[src/rtl/ram_clear_seq_pkg.sv]
// Shared types and default end addresses for the SDRAM/DDR3 clear sequencer.
package ram_clear_pkg;

    typedef enum logic [1:0] {
        CH_IDLE  = 2'd0,
        CH_GAP   = 2'd1,
        CH_ISSUE = 2'd2,
        CH_DONE  = 2'd3
    } ch_state_e;

    localparam logic [24:0] SDR_LAST_DEF = 25'h1FFFFFF;
    localparam logic [28:0] DDR_LAST_DEF = 29'h0FFFFFFF;
    localparam int unsigned GAP_W        = 8;

endpackage

[src/rtl/ram_clear_seq_channel.sv]
// One clearing channel: walks addresses 0..LAST, one accepted write per address,
// with GAP+1 idle cycles before every request.
module clr_channel
    import ram_clear_pkg::*;
#(
    parameter int unsigned    AW   = 25,
    parameter logic [AW-1:0]  LAST = '1,
    parameter int unsigned    GAP  = 9
) (
    input  logic          clk_sys,
    input  logic          RESET,
    input  logic          go_i,
    input  logic          busy_i,
    output logic [AW-1:0] addr_o,
    output logic          we_o,
    output logic          done_o
);

    localparam logic [GAP_W-1:0] GAP_LD = GAP_W'(GAP);

    ch_state_e        state_q, state_d;
    logic [AW-1:0]    addr_q, addr_d;
    logic [GAP_W-1:0] cnt_q, cnt_d;

    always_comb begin
        state_d = state_q;
        addr_d  = addr_q;
        cnt_d   = cnt_q;
        // A (re)start overrides everything, even an acceptance on this edge.
        if (go_i) begin
            state_d = CH_GAP;
            addr_d  = '0;
            cnt_d   = GAP_LD;
        end else begin
            case (state_q)
                CH_GAP: begin
                    if (cnt_q == '0) begin
                        state_d = CH_ISSUE;
                    end else begin
                        cnt_d = cnt_q - GAP_W'(1);
                    end
                end
                CH_ISSUE: begin
                    if (!busy_i) begin
                        if (addr_q == LAST) begin
                            state_d = CH_DONE;
                        end else begin
                            state_d = CH_GAP;
                            addr_d  = addr_q + AW'(1);
                            cnt_d   = GAP_LD;
                        end
                    end
                end
                default: begin
                end
            endcase
        end
    end

    always_ff @(posedge clk_sys) begin
        if (!RESET) begin
            state_q <= CH_IDLE;
            addr_q  <= '0;
            cnt_q   <= GAP_LD;
        end else begin
            state_q <= state_d;
            addr_q  <= addr_d;
            cnt_q   <= cnt_d;
        end
    end

    assign addr_o = addr_q;
    assign we_o   = (state_q == CH_ISSUE);
    assign done_o = (state_q == CH_DONE);

endmodule

[src/rtl/ram_clear_seq.sv]
// Clears an SDRAM and a DDR3 memory in parallel with two independent channels;
// reports combined completion and coarse DDR progress.
module ram_clear_seq
    import ram_clear_pkg::*;
#(
    parameter logic [24:0] SDR_LAST = SDR_LAST_DEF,
    parameter logic [28:0] DDR_LAST = DDR_LAST_DEF,
    parameter int unsigned GAP      = 9,
    parameter bit          AUTO     = 1'b1
) (
    input  logic        clk_sys,
    input  logic        RESET,
    input  logic        start,
    input  logic        sdr_ready,
    input  logic        ddr_busy,
    output logic [24:0] sdr_addr,
    output logic        sdr_we,
    output logic [28:0] ddr_addr,
    output logic        ddr_we,
    output logic [7:0]  ddr_be,
    output logic [7:0]  ddr_burstcnt,
    output logic        done,
    output logic [7:0]  progress
);

    logic       kick_q;
    logic       go;
    logic       sdr_done, ddr_done;
    logic       done_q;
    logic [7:0] progress_q;

    // kick_q is high only in the first cycle after reset release.
    always_ff @(posedge clk_sys) begin
        kick_q <= !RESET;
    end

    assign go = start || (AUTO && kick_q);

    clr_channel #(.AW(25), .LAST(SDR_LAST), .GAP(GAP)) u_sdr (
        .clk_sys (clk_sys),
        .RESET   (RESET),
        .go_i    (go),
        .busy_i  (!sdr_ready),
        .addr_o  (sdr_addr),
        .we_o    (sdr_we),
        .done_o  (sdr_done)
    );

    clr_channel #(.AW(29), .LAST(DDR_LAST), .GAP(GAP)) u_ddr (
        .clk_sys (clk_sys),
        .RESET   (RESET),
        .go_i    (go),
        .busy_i  (ddr_busy),
        .addr_o  (ddr_addr),
        .we_o    (ddr_we),
        .done_o  (ddr_done)
    );

    always_ff @(posedge clk_sys) begin
        if (!RESET) begin
            done_q     <= 1'b0;
            progress_q <= 8'h00;
        end else begin
            done_q     <= sdr_done && ddr_done && !start;
            progress_q <= ddr_done ? 8'hFF : ddr_addr[28:21];
        end
    end

    assign done         = done_q;
    assign progress     = progress_q;
    assign ddr_be       = 8'hFF;
    assign ddr_burstcnt = 8'd1;

endmodule
[config.mk]
export PLATFORM = sky130hd
export DESIGN_NAME = ram_clear_seq
export DESIGN_NICKNAME = d
export VERILOG_FILES = /design/src/rtl/ram_clear_seq_pkg.sv /design/src/rtl/ram_clear_seq_channel.sv /design/src/rtl/ram_clear_seq.sv
export SDC_FILE = /design/constraint.sdc
export NUM_CORES = 1
export LEC_CHECK = 0
export ABC_AREA = 1
export ABC_CLOCK_PERIOD_IN_PS = 2350
export BUFFER_PORTS_ARGS = -buffer_cell sky130_fd_sc_hd__buf_2
export CORE_AREA = 2 2 99 101
export DETAILED_ROUTE_END_ITERATION = 10
export DIE_AREA = 0 0 101 103
export PLACE_DENSITY_LB_ADDON = 0.25
export SLEW_MARGIN = 25
export SYNTH_ARGS = -nofsm -noshare
export SYNTH_HDL_FRONTEND = slang
export SYNTH_SLANG_ARGS = --single-unit
[constraint.sdc]
create_clock -name clk_sys -period 2.35 [get_ports clk_sys]
set_clock_uncertainty 0.15 [all_clocks]
set_input_delay 0.1175 -clock clk_sys [delete_from_list [all_inputs] [get_ports clk_sys]]
set_output_delay 0.1175 -clock clk_sys [all_outputs]
set_load 0.005 [all_outputs]
Word level (Yosys, flattened, before mapping)
Cells that the tools add are included.

Bitwise gates (word level): 4. Divide/modulo/power cells: 0. Multiply operators: 0. $lt $le $gt $ge: 0. Reductions and logical operators: 20. $add $sub $neg: 4. Mux-type cells: 19. Eq/ne operators: 20. Shift operators: 0.

Operators by type and width (number): 2-to-1 mux 8 bit (7); case mux 8 bit (2 select lines) (2); adder 29 x 1 -> 29 bit, second input constant (1); equality test 29 x 28 -> 1 bit, second input constant (1); adder 25 x 1 -> 25 bit, second input constant (1); equality test 25 bit, second input constant (1); AND reduction 3 bit (6); logical NOT 8 bit (2); subtractor 8 x 1 -> 8 bit, second input constant (2); 2-to-1 mux 2 bit (6); inequality test 2 bit, second input constant (6); inequality test 3 x 2 -> 1 bit, second input constant (4); equality test 2 bit, second input constant (4); case mux 2 bit (2 select lines) (2); AND reduction 4 bit (2); nonzero test 3 bit (2); equality test 2 x 1 -> 1 bit, second input constant (2); inequality test 2 x 1 -> 1 bit, second input constant (2); inverter 1 bit (4); nonzero test 2 bit (2); logical AND 1 bit (2); logical NOT 1 bit (2); 2-to-1 mux 1 bit (2); OR reduction 2 bit (1); logical OR 1 bit (1).

Bits in registers: 84. Output and inout bits: 81. Memories kept: 0. Input bits: 5. Logic and storage cells: 78. Bits in writable memories: 0. Memory bits (read-only): 0. Latch bits: 0.

Depth between registers and ports, before layout
Gate-level depths: netlist of run 1.

Depth in word-level cells: 5. Depth in mapped cells: 12. Gate-level depth less buffers: 11.

Hierarchy
A second synthesis of run 1 with hierarchy kept.

Cells, all modules: 781. Area total of the unflattened synthesis: 5161.2 um2.

Modules (own cells, without submodules): clr_channel (u_ddr) (area an instance 2413.6 um2, seq. area each 780.7 um2, cells an instance 386, times used 1); clr_channel (u_sdr) (area an instance 2304.7 um2, seq. area each 700.7 um2, cells an instance 343, times used 1); ram_clear_seq (area an instance 442.9 um2, seq. area each 200.2 um2, cells an instance 52, times used 1).

Worst setup path before layout of run 1
Ideal clock, no wire load.

Path type: flip-flop to flip-flop. From: reg u_ddr.addr_q[0] (netlist: u_ddr.addr_o[0]). To: reg u_ddr.addr_q[11] (netlist: u_ddr.addr_o[11]). Setup slack: 0.444 ns. Arrival time: 1.623 ns. Data required time: 2.068 ns. Setup time: 0.132 ns. Buffers on the path: 1. Clock period less this slack: 1.906 ns. Cell stages (with the launch flop): 12. Path through: dfxtp_1 > ha_1 > inv_2 > nor2_4 > nand2_2 > nor2_4 > nand2_1 > nand3_2 > inv_2 > buf_6 > nand2_1 > a21oi_1.

Longest elaborated chain between the ends: 3. Elaborated cells on any way between the ends: 4. Classes of those cells: add/sub (1); eq/ne (1); bitwise (1); reduce/logical (1).

Ends and longest elaborated chain: start: declaration (line ram_clear_seq_channel.sv:22) `logic [AW-1:0] addr_q, addr_d;`; start signal: assignment (line ram_clear_seq_channel.sv:67) `addr_q <= addr_d;`; parallel branches: the longest is 3 deep, another holds adder 29 x 1 -> 29 bit.

Several ways; the timed one is not identified. A chain may end at the register's enable or synchronous reset.

Worst setup path after layout of run 1
From: reg u_sdr.addr_q[0] (netlist: u_sdr.addr_o[0]). To: reg u_sdr.addr_q[9] (netlist: u_sdr.addr_o[9]).

Longest elaborated chain between the ends: 3. Elaborated cells on any way between the ends: 4. Classes of those cells: add/sub (1); eq/ne (1); bitwise (1); reduce/logical (1).

Ends and longest elaborated chain (line): start: declaration (ram_clear_seq_channel.sv:22); start signal: assignment (ram_clear_seq_channel.sv:67); parallel branches: the longest is 3 deep, another holds adder 25 x 1 -> 25 bit.

Several ways; the timed one is not identified.

==> results of run 1 <==
## state kept, by name, summed over array words and instances (netlist names)
register / cells
u_sdr.addr_o: 25
u_ddr.state_q: 2
progress: 8
done: 1
u_ddr.cnt_q: 8
kick_q: 1
u_ddr.addr_o: 29
u_sdr.state_q: 2
u_sdr.cnt_q: 8
## power breakdown
part / switching (uW) / total (uW) / internal (uW) / leakage (uW)
clock: 511 / 946 / 434 / 0.0000893
combinational: 64.5 / 92.7 / 28.2 / 0.00150
sequential: 6.12 / 1430 / 1430 / 0.000678
## worst max path at each step
stage | startpoint | endpoint | slack (ps) | cells after the start
global route | u_sdr.addr_o[0] | u_sdr.addr_o[9] | 70 | 10
global placement | u_ddr.addr_o[1] | u_ddr.addr_o[28] | 320 | 10
finish | u_sdr.addr_o[0] | u_sdr.addr_o[9] | 230 | 10
floorplan | u_ddr.addr_o[0] | u_ddr.addr_o[11] | 440 | 11
CTS | u_sdr.addr_o[0] | u_sdr.addr_o[9] | 240 | 10
detailed placement | u_sdr.addr_o[0] | u_sdr.addr_o[9] | 260 | 10
## final cells by class
type	count	share of cell area (%)
Timing Repair Buffer	85	8.67
Inverter	53	3.55
Sequential cell	84	30.0
Multi-Input combinational cell	601	52.2
Clock inverter	2	0.179
Tap cell	114	2.55
Clock buffer	13	2.84
## routing by layer
| metal | up-vias | routed length (um) | GRT usage (%) |
|---|---|---|---|
| li1 | 2529 | - | - |
| met1 | 2281 | 5360 | 30.0 |
| met2 | 161 | 6290 | 43.7 |
| met3 | 21 | 702 | 4.27 |
| met4 | 0 | 202 | 8.00 |
| met5 | - | 0 | 0 |
## through the flow
stage	hold slack [ps]	util (%)	setup WS, ps
5_1_grt	46.2	59.2	70.8
3_5_place_dp	270	57.1	257
3_3_place_gp	260	57.1	320
6_report	5.52	59.2	231
4_1_cts	10.4	59.2	240
2_1_floorplan	109	-	444
## worst max-delay path, cell delays in order, from the launching register on
cell	delay, ps
dfxtp_1	430
ha_1	220
inv_2	50
nor2_4	150
nand2_4	100
nor2_8	150
nand2_4	60
nand2_2	100
inv_1	320
nand2_1	220
a21oi_2	70
## cells in the final DEF (no fill, tap or decap), types with 11 or more instances in the layout
| cell type | count |
|---|---|
| nand2_1 | 255 |
| xor2_1 | 20 |
| a21oi_2 | 18 |
| dfxtp_1 | 84 |
| o21ai_0 | 12 |
| buf_4 | 12 |
| inv_1 | 48 |
| nand2_2 | 17 |
| nand3_1 | 40 |
| a21oi_1 | 51 |
| clkbuf_8 | 11 |
| buf_2 | 69 |
| conb_1 | 16 |
| nor2_1 | 105 |
## logic make-up (layout without fill, tap and decap cells)
family | after synthesis | in the layout | synth area share [%]
flops | 84 | 84 | 33.5
xor+xnor | 30 | 30 | 5.23
simple gates | 462 | 462 | 39.9
fa+ha+maj | 6 | 6 | 1.50
buf+inv | 88 | 153 | 9.42
other cells | 2 | 16 | 0.150
compound gates | 87 | 87 | 10.3
## what timing repair did
| item | 4_1_cts | 5_1_grt |
|---|---|---|
| setup buffers | 0 | 0 |
| hold buffers | 3 | 0 |
| endpoints found under the hold margin | 4 | 0 |
==> impl_metrics.env, run 1 <==
export IMPL_worstReg2RegStart="u_sdr.addr_o[0]"
export IMPL_htree_levels=3
export IMPL_synth_top_area_share_pct=33.5
export IMPL_row_count=36
export IMPL_synth_largest_area_cell="dfxtp_1"
export IMPL_max_freq_mhz=472
export IMPL_syn_avg_cell_area_um2=6.62
export IMPL_clk_latency_ps=360
export IMPL_worstMarginPinSlew_ps=695
export IMPL_dp_hpwl_um=9270
export IMPL_worstHoldStart="sdr_ready"
export IMPL_initial_core_util_pct=53.1
export IMPL_area_growth_pct=11.5
export IMPL_gp_congestion=0.946
export IMPL_power_density_mw_per_mm2=442
export IMPL_synth_edf_count=0
export IMPL_critical_path_peak_fanout=21
export IMPL_tns_ps=0
export IMPL_dr_pass1_iters=4
export IMPL_regToRegSetupSlack_ps=230
export IMPL_placed_cells=934
export IMPL_crit_arrival_ps=2220
export IMPL_drive_gt1_share_pct=18.0
export IMPL_setup_violations_final=0
export IMPL_grt_pass1_vias=4575
export IMPL_placed_area_mm2=0.00540
export IMPL_status="finished, final reports clean"
export IMPL_drt_total_wl_um=12600
export IMPL_cts_tree="yes"
export IMPL_drt_initial_drc_count=162
export IMPL_synth_ff_type="dfxtp_1"
export IMPL_worstSetupPathType="register to register"
export IMPL_worstHoldEndpoint="u_sdr.state_q[0]"
export IMPL_ys_types=37
export IMPL_fin_cells=952
export IMPL_yosysWarnings=0
export IMPL_ff2ff_path_depth=10
export IMPL_cts_sinks=84
export IMPL_cp_start_kind="register"
export IMPL_ys_ff_latch=84
export IMPL_die_w_um=101
export IMPL_drv_cap=0
export IMPL_worstHoldPathCells=5
export IMPL_die_h_um=103
export IMPL_required_ps=2450
export IMPL_syn_area_mm2=0.00502
export IMPL_peakVddDrop_mv=0.235
export IMPL_grt_overflow=0
export IMPL_syn_inst=759
export IMPL_multi_input_area_mm2=0.00292
export IMPL_grt_pass1_wl_um=20600
export IMPL_endpoint_kind="register"
export IMPL_p_leak_uw=0.00227
export IMPL_drv_slew=0
export IMPL_slew_headroom_pct=53.6
export IMPL_wl_per_cell_um=13.2
export IMPL_final_hold_violation_count=0
export IMPL_die_area_mm2=0.0104
export IMPL_port_buffers=69
export IMPL_ant_nets=0
export IMPL_clock_path_buffers=2
export IMPL_antenna_found_initial=0
export IMPL_ctsRootBufferMaster="clkbuf_8"
export IMPL_synthTopCellsByCount="nand2_1 (255), nor2_1 (105), dfxtp_1 (84), a21oi_1 (51), inv_1 (49)"
export IMPL_register_area_mm2=0.00168
export IMPL_period_needed_ps=2120
export IMPL_synth_area_leaders="dfxtp_1 (33%), nand2_1 (19%), nor2_1 (7.8%)"
export IMPL_r2r_end="u_sdr.addr_o[9]"
export IMPL_grt_max_degree=29
export IMPL_nFillCells=912
export IMPL_ys_seq_area_share_pct=33.5
export IMPL_groute_usage_overall_pct=24.5
export IMPL_async_reset_ff_share_pct=0
export IMPL_ctsResizeCount=0
export IMPL_vias=4992
export IMPL_core_area_mm2=0.00946
export IMPL_post_route_period_util_pct=90.2
export IMPL_total_power_uw=2470
export IMPL_final_nets=845
export IMPL_rsz0062_at_grt="false"
export IMPL_drc_errors=0
export IMPL_viasPerCell=5.24
export IMPL_cts_buffers=9
export IMPL_design_area_mm2=0.00560
export IMPL_yosysMostFrequentCell="nand2_1"
export IMPL_hp_class="input pin to register"
export IMPL_clkTransAtPathRegs_ps=80
export IMPL_ios=86
export IMPL_num_antenna_cells=0
Power figures use the tool's default switching activity.
==> run 2, diff against run 1 <==
--- a/config.mk
+++ b/config.mk
@@ -9,6 +9,7 @@
 export ABC_CLOCK_PERIOD_IN_PS = 2350
 export BUFFER_PORTS_ARGS = -buffer_cell sky130_fd_sc_hd__buf_2
 export CORE_AREA = 2 2 99 101
+export CTS_BUF_LIST = sky130_fd_sc_hd__clkbuf_4 sky130_fd_sc_hd__clkbuf_8
 export DETAILED_ROUTE_END_ITERATION = 10
 export DIE_AREA = 0 0 101 103
 export PLACE_DENSITY_LB_ADDON = 0.25
==> impl_metrics.env, run 2 (same netlist as run 1, synthesis figures left out) <==
export IMPL_gp_congestion=0.946
export IMPL_final_hold_violation_count=0
export IMPL_placed_area_mm2=0.00540
export IMPL_die_area_mm2=0.0104
export IMPL_cpMaxStageDelayCell="dfxtp_1"
export IMPL_cp_start_kind="register"
export IMPL_cts_buffers=9
export IMPL_rsz0062_at_grt="false"
export IMPL_design_area_mm2=0.00560
export IMPL_regToRegSetupSlack_ps=240
export IMPL_grt_overflow=0
export IMPL_core_area_mm2=0.00946
export IMPL_drive_gt1_share_pct=18.3
export IMPL_drt_initial_drc_count=161
export IMPL_drt_total_wl_um=12600
export IMPL_wl_per_cell_um=13.2
export IMPL_final_cell_mix="nand2_1 (255), nor2_1 (105), dfxtp_1 (84)"
export IMPL_num_antenna_cells=0
export IMPL_placed_cells=934
export IMPL_worstHoldPathCells=5
export IMPL_r2r_end="u_sdr.addr_o[9]"
export IMPL_viasPerCell=5.22
export IMPL_dr_pass1_iters=4
export IMPL_finalCoreUtilization_pct=59.2
export IMPL_p_switching_uw=584
export IMPL_worstSetupPathType="register to register"
export IMPL_fin_cells=952
export IMPL_port_buffers=69
export IMPL_ff2ff_path_depth=10
export IMPL_power_density_mw_per_mm2=446
export IMPL_cts_tree="yes"
export IMPL_ios=86
export IMPL_drv_cap=0
export IMPL_cp_endpoint="u_sdr.addr_o[9]"
export IMPL_crit_chain="ha_1, inv_2, nor2_4, nand2_4, nor2_8, nand2_4, nand2_2, inv_1, nand2_1, a21oi_2"
export IMPL_status="finished, final reports clean"
export IMPL_p_sw_share_pct=23.4
export IMPL_htree_levels=3
export IMPL_die_w_um=101
export IMPL_row_count=36
export IMPL_setup_worst_path_start="u_sdr.addr_o[0]"
export IMPL_clk_latency_ps=360
export IMPL_worstReg2RegStart="u_sdr.addr_o[0]"
export IMPL_die_h_um=103
export IMPL_clockPowerShare_pct=38.9
export IMPL_grt_max_degree=29
export IMPL_initial_core_util_pct=53.1
export IMPL_post_cts_buffers=0
export IMPL_ctsResizeCount=0
export IMPL_critical_path_peak_fanout=21
export IMPL_setup_violations_final=0
export IMPL_slew_headroom_pct=54.6
export IMPL_ctsRootBufferMaster="clkbuf_8"
export IMPL_required_ps=2450
export IMPL_drc_errors=0
export IMPL_p_int_uw=1910
export IMPL_max_freq_mhz=474
export IMPL_slowest_delay_ps=430
export IMPL_drv_slew=0
export IMPL_post_route_period_util_pct=89.8
export IMPL_p_leak_uw=0.00228
export IMPL_grt_pass1_wl_um=20600
export IMPL_period_needed_ps=2110
export IMPL_p_comb_share_pct=3.7
export IMPL_area_growth_pct=11.6
export IMPL_vias=4974
export IMPL_hp_class="input pin to register"
export IMPL_crit_arrival_ps=2210
export IMPL_endpoint_kind="register"
export IMPL_grt_pass1_vias=4564
export IMPL_cts_sinks=84
export IMPL_tns_ps=0
export IMPL_postCtsHoldBufs=3
export IMPL_seqPwrFrac_pct=57.4
export IMPL_peakVddDrop_mv=0.236
export IMPL_final_nets=845
export IMPL_clkTransAtPathRegs_ps=80
export IMPL_ant_nets=0
export IMPL_cp_common_cell="nand2_4"
export IMPL_clock_path_buffers=2
export IMPL_groute_usage_overall_pct=24.4
export IMPL_dp_hpwl_um=9270
export IMPL_worstMarginPinSlew_ps=680
export IMPL_largest_reg_flops=29
export IMPL_layout_cells_most_common="nand2_1"
export IMPL_antenna_found_initial=0
-- run 2: worst min-delay path by stage --
stage	start	slack (ps)	endpoint
floorplan	RESET	110	progress[0]
global placement	start	260	u_ddr.state_q[0]
detailed placement	start	270	u_ddr.state_q[0]
CTS	sdr_ready	20	u_sdr.state_q[0]
global route	sdr_ready	50	u_sdr.state_q[0]
finish	sdr_ready	10	u_sdr.state_q[0]
-- run 2: stage by stage --
stage / setup slack (ps) / hold WS [ps] / total power, uW
global placement: 320 / 260 / 1550
floorplan: 444 / 109 / 1550
finish: 240 / 10.7 / 2500
global route: 71.1 / 45.2 / 2590
detailed placement: 257 / 270 / 1560
CTS: 240 / 15.6 / 2510
-- run 2: power groups by stage --
stage                     clock (uW)  combinational, uW  sequential, uW
final                            971               92.7            1430
after global routing            1050                105            1440
after CTS                        982               92.0            1430
after detailed placement           0               87.6            1470
after global placement             0               85.6            1470
after floorplan                    0               82.4            1470
-- run 2: per-layer routing --
metal	part of all wire, %	GRT usage [%]	wire (um)
met5	0	0	0
met4	1.3	6.44	159
met3	5.2	5.22	658
met2	51	43.8	6370
met1	43	29.8	5410
-- run 2: layout make-up --
class / instances / area, um2
fillers: 911 / 3850
multi-input cells: 601 / 2920
clock buffers: 13 / 166
repair buffers: 85 / 485
clock inverters: 2 / 10.0
well taps: 114 / 143
inverters: 53 / 199
flip-flops and latches: 84 / 1680
-- run 2: critical path, delay by kind of cell (launching register included) --
family / cells / cell delay (ps)
compound gates: 1 / 70
fa+ha+maj: 1 / 220
buf+inv: 2 / 360
flops: 1 / 430
simple gates: 6 / 760
==> run 3, diff against run 2 <==
==> constraint.sdc (replaced) <==
create_clock -name clk_sys -period 2.35 [get_ports clk_sys]
set_clock_uncertainty 0.15 [all_clocks]
set_input_delay 0.235 -clock clk_sys [delete_from_list [all_inputs] [get_ports clk_sys]]
set_output_delay 0.235 -clock clk_sys [all_outputs]
set_load 0.005 [all_outputs]
==> impl_metrics.env, run 3 (same netlist as run 1, synthesis figures left out) <==
export IMPL_status="finished, final reports clean"
export IMPL_hp_class="input pin to register"
export IMPL_place_ws_ps=294
export IMPL_gp_congestion=0.933
export IMPL_die_area_mm2=0.0104
export IMPL_ctsResizeCount=0
export IMPL_worstSetupPathType="register to register"
export IMPL_cp_start_kind="register"
export IMPL_required_ps=2450
export IMPL_worstMarginPinSlew_ps=653
export IMPL_grt_overflow=0
export IMPL_p_switching_uw=616
export IMPL_drive_gt1_share_pct=18.3
export IMPL_cp_endpoint="u_sdr.addr_o[15]"
export IMPL_cpMaxStageDelayCell="dfxtp_1"
export IMPL_ctsRootBufferMaster="clkbuf_8"
export IMPL_max_freq_mhz=487
export IMPL_cts_tree="yes"
export IMPL_fin_ws_ps=298
export IMPL_die_w_um=101
export IMPL_post_cts_buffers=0
export IMPL_cp_common_cell="nand2_4"
export IMPL_crit_arrival_ps=2160
export IMPL_grtUsageMet2_pct=42.4
export IMPL_final_cell_mix="nand2_1 (255), nor2_1 (105), dfxtp_1 (84)"
export IMPL_seqPwrFrac_pct=58.3
export IMPL_clkTransAtPathRegs_ps=80
export IMPL_vias=4948
export IMPL_cts_sinks=84
export IMPL_grt_use_met3_pct=4.61
export IMPL_r2r_end="u_sdr.addr_o[15]"
export IMPL_area_growth_pct=10.8
export IMPL_worstReg2RegStart="u_sdr.addr_o[0]"
export IMPL_final_hold_violation_count=0
export IMPL_largest_reg_flops=29
export IMPL_grt_pass1_vias=4496
export IMPL_setup_violations_final=0
export IMPL_drt_total_wl_um=12300
export IMPL_grt_max_degree=29
export IMPL_drc_errors=0
export IMPL_die_h_um=103
export IMPL_htree_levels=3
export IMPL_setup_worst_path_start="u_sdr.addr_o[0]"
export IMPL_p_comb_share_pct=3.5
export IMPL_dr_pass1_iters=5
export IMPL_clockPowerShare_pct=38.2
export IMPL_drv_cap=0
export IMPL_grt_pass1_wl_um=20200
export IMPL_drv_slew=0
export IMPL_clk_latency_ps=360
export IMPL_antenna_found_initial=0
export IMPL_p_sw_share_pct=25.0
export IMPL_design_area_mm2=0.00556
export IMPL_busiest_layer="met2"
export IMPL_ios=86
export IMPL_core_area_mm2=0.00946
export IMPL_layout_cells_most_common="nand2_1"
export IMPL_regToRegSetupSlack_ps=300
export IMPL_p_int_uw=1850
export IMPL_placed_area_mm2=0.00539
export IMPL_fin_cells=949
export IMPL_initial_core_util_pct=53.1
export IMPL_num_antenna_cells=0
export IMPL_total_power_uw=2460
export IMPL_slowest_delay_ps=430
export IMPL_ant_nets=0
export IMPL_viasPerCell=5.21
export IMPL_power_density_mw_per_mm2=442
export IMPL_period_needed_ps=2050
export IMPL_p_leak_uw=0.00224
export IMPL_postCtsHoldBufs=0
export IMPL_groute_usage_overall_pct=24.0
export IMPL_slew_headroom_pct=56.4
export IMPL_crit_chain="ha_1, inv_2, nor2_4, nand2_4, nor2_8, nand2_4, nand2_2, inv_1, nand2_1, a21oi_2"
export IMPL_endpoint_kind="register"
export IMPL_clock_path_buffers=2
export IMPL_post_route_period_util_pct=87.3
export IMPL_tns_ps=0
export IMPL_use_met1_pct=29.0
export IMPL_rsz0062_at_grt="false"
export IMPL_placed_cells=933
export IMPL_final_nets=841
export IMPL_ff2ff_path_depth=10
export IMPL_row_count=36
export IMPL_wl_per_cell_um=13.0
export IMPL_dp_hpwl_um=9020
export IMPL_drt_initial_drc_count=160
export IMPL_cts_buffers=9
export IMPL_port_buffers=69
export IMPL_peakVddDrop_mv=0.241
export IMPL_critical_path_peak_fanout=21
==> run 3: changes by cell type in the layout (fill, tap and decap cells not counted) <==
cell,before,now
clkinvlp_4,0,3
buf_4,12,11
clkbuf_8,11,9
clkinv_4,0,1
clkbuf_4,2,1
dlygate4sd3_1,3,0
==> run 3: per-layer routing <==
| metal | wire length [um] | part of all wire (%) | vias up |
|---|---|---|---|
| li1 | - | - | 2519 |
| met1 | 5420 | 44 | 2240 |
| met2 | 5880 | 48 | 164 |
| met3 | 729 | 5.9 | 25 |
| met4 | 255 | 2.1 | 0 |
| met5 | 0 | 0 | - |
==> run 3: how the worst min path moves through the flow <==
stage,endpoint,depth (start not counted),slack [ps],start
6_report,done,3,10,start
5_1_grt,done,3,3,start
4_1_cts,done,3,6,start
3_5_place_dp,u_sdr.addr_o[24],2,320,u_sdr.addr_o[24]
3_3_place_gp,u_sdr.addr_o[24],2,310,u_sdr.addr_o[24]
2_1_floorplan,progress[0],2,230,RESET
==> run 3: critical path: cells and delay by family, from the launching register on <==
kind | cells | cell delay (ps)
fa+ha+maj | 1 | 220
simple gates | 6 | 740
buf+inv | 2 | 340
compound gates | 1 | 60
flops | 1 | 430
==> run 3: cell type report <==
| type | count | area, um2 |
|---|---|---|
| clock buffer | 10 | 131 |
| clock inverter | 6 | 41.3 |
| fill | 928 | 3900 |
| inverter | 53 | 199 |
| multi-input combinational | 601 | 2920 |
| sequential | 84 | 1680 |
| tap | 114 | 143 |
| timing repair buffer | 81 | 448 |
==> run 3: power by group through the flow <==
| stage | clock network (uW) | registers [uW] | logic, uW |
|---|---|---|---|
| 4_1_cts | 953 | 1430 | 85.6 |
| 3_3_place_gp | 0 | 1470 | 83.6 |
| 5_1_grt | 1010 | 1440 | 99.0 |
| 6_report | 940 | 1430 | 86.6 |
| 3_5_place_dp | 0 | 1470 | 85.2 |
| 2_1_floorplan | 0 | 1470 | 82.4 |
==> run 3: stage by stage <==
step	hold WS (ps)	utilization (%)
after floorplan	226	-
after global placement	313	57.0
after detailed placement	321	57.0
after CTS	5.56	58.8
after global routing	3.12	58.8
final	13.7	58.8
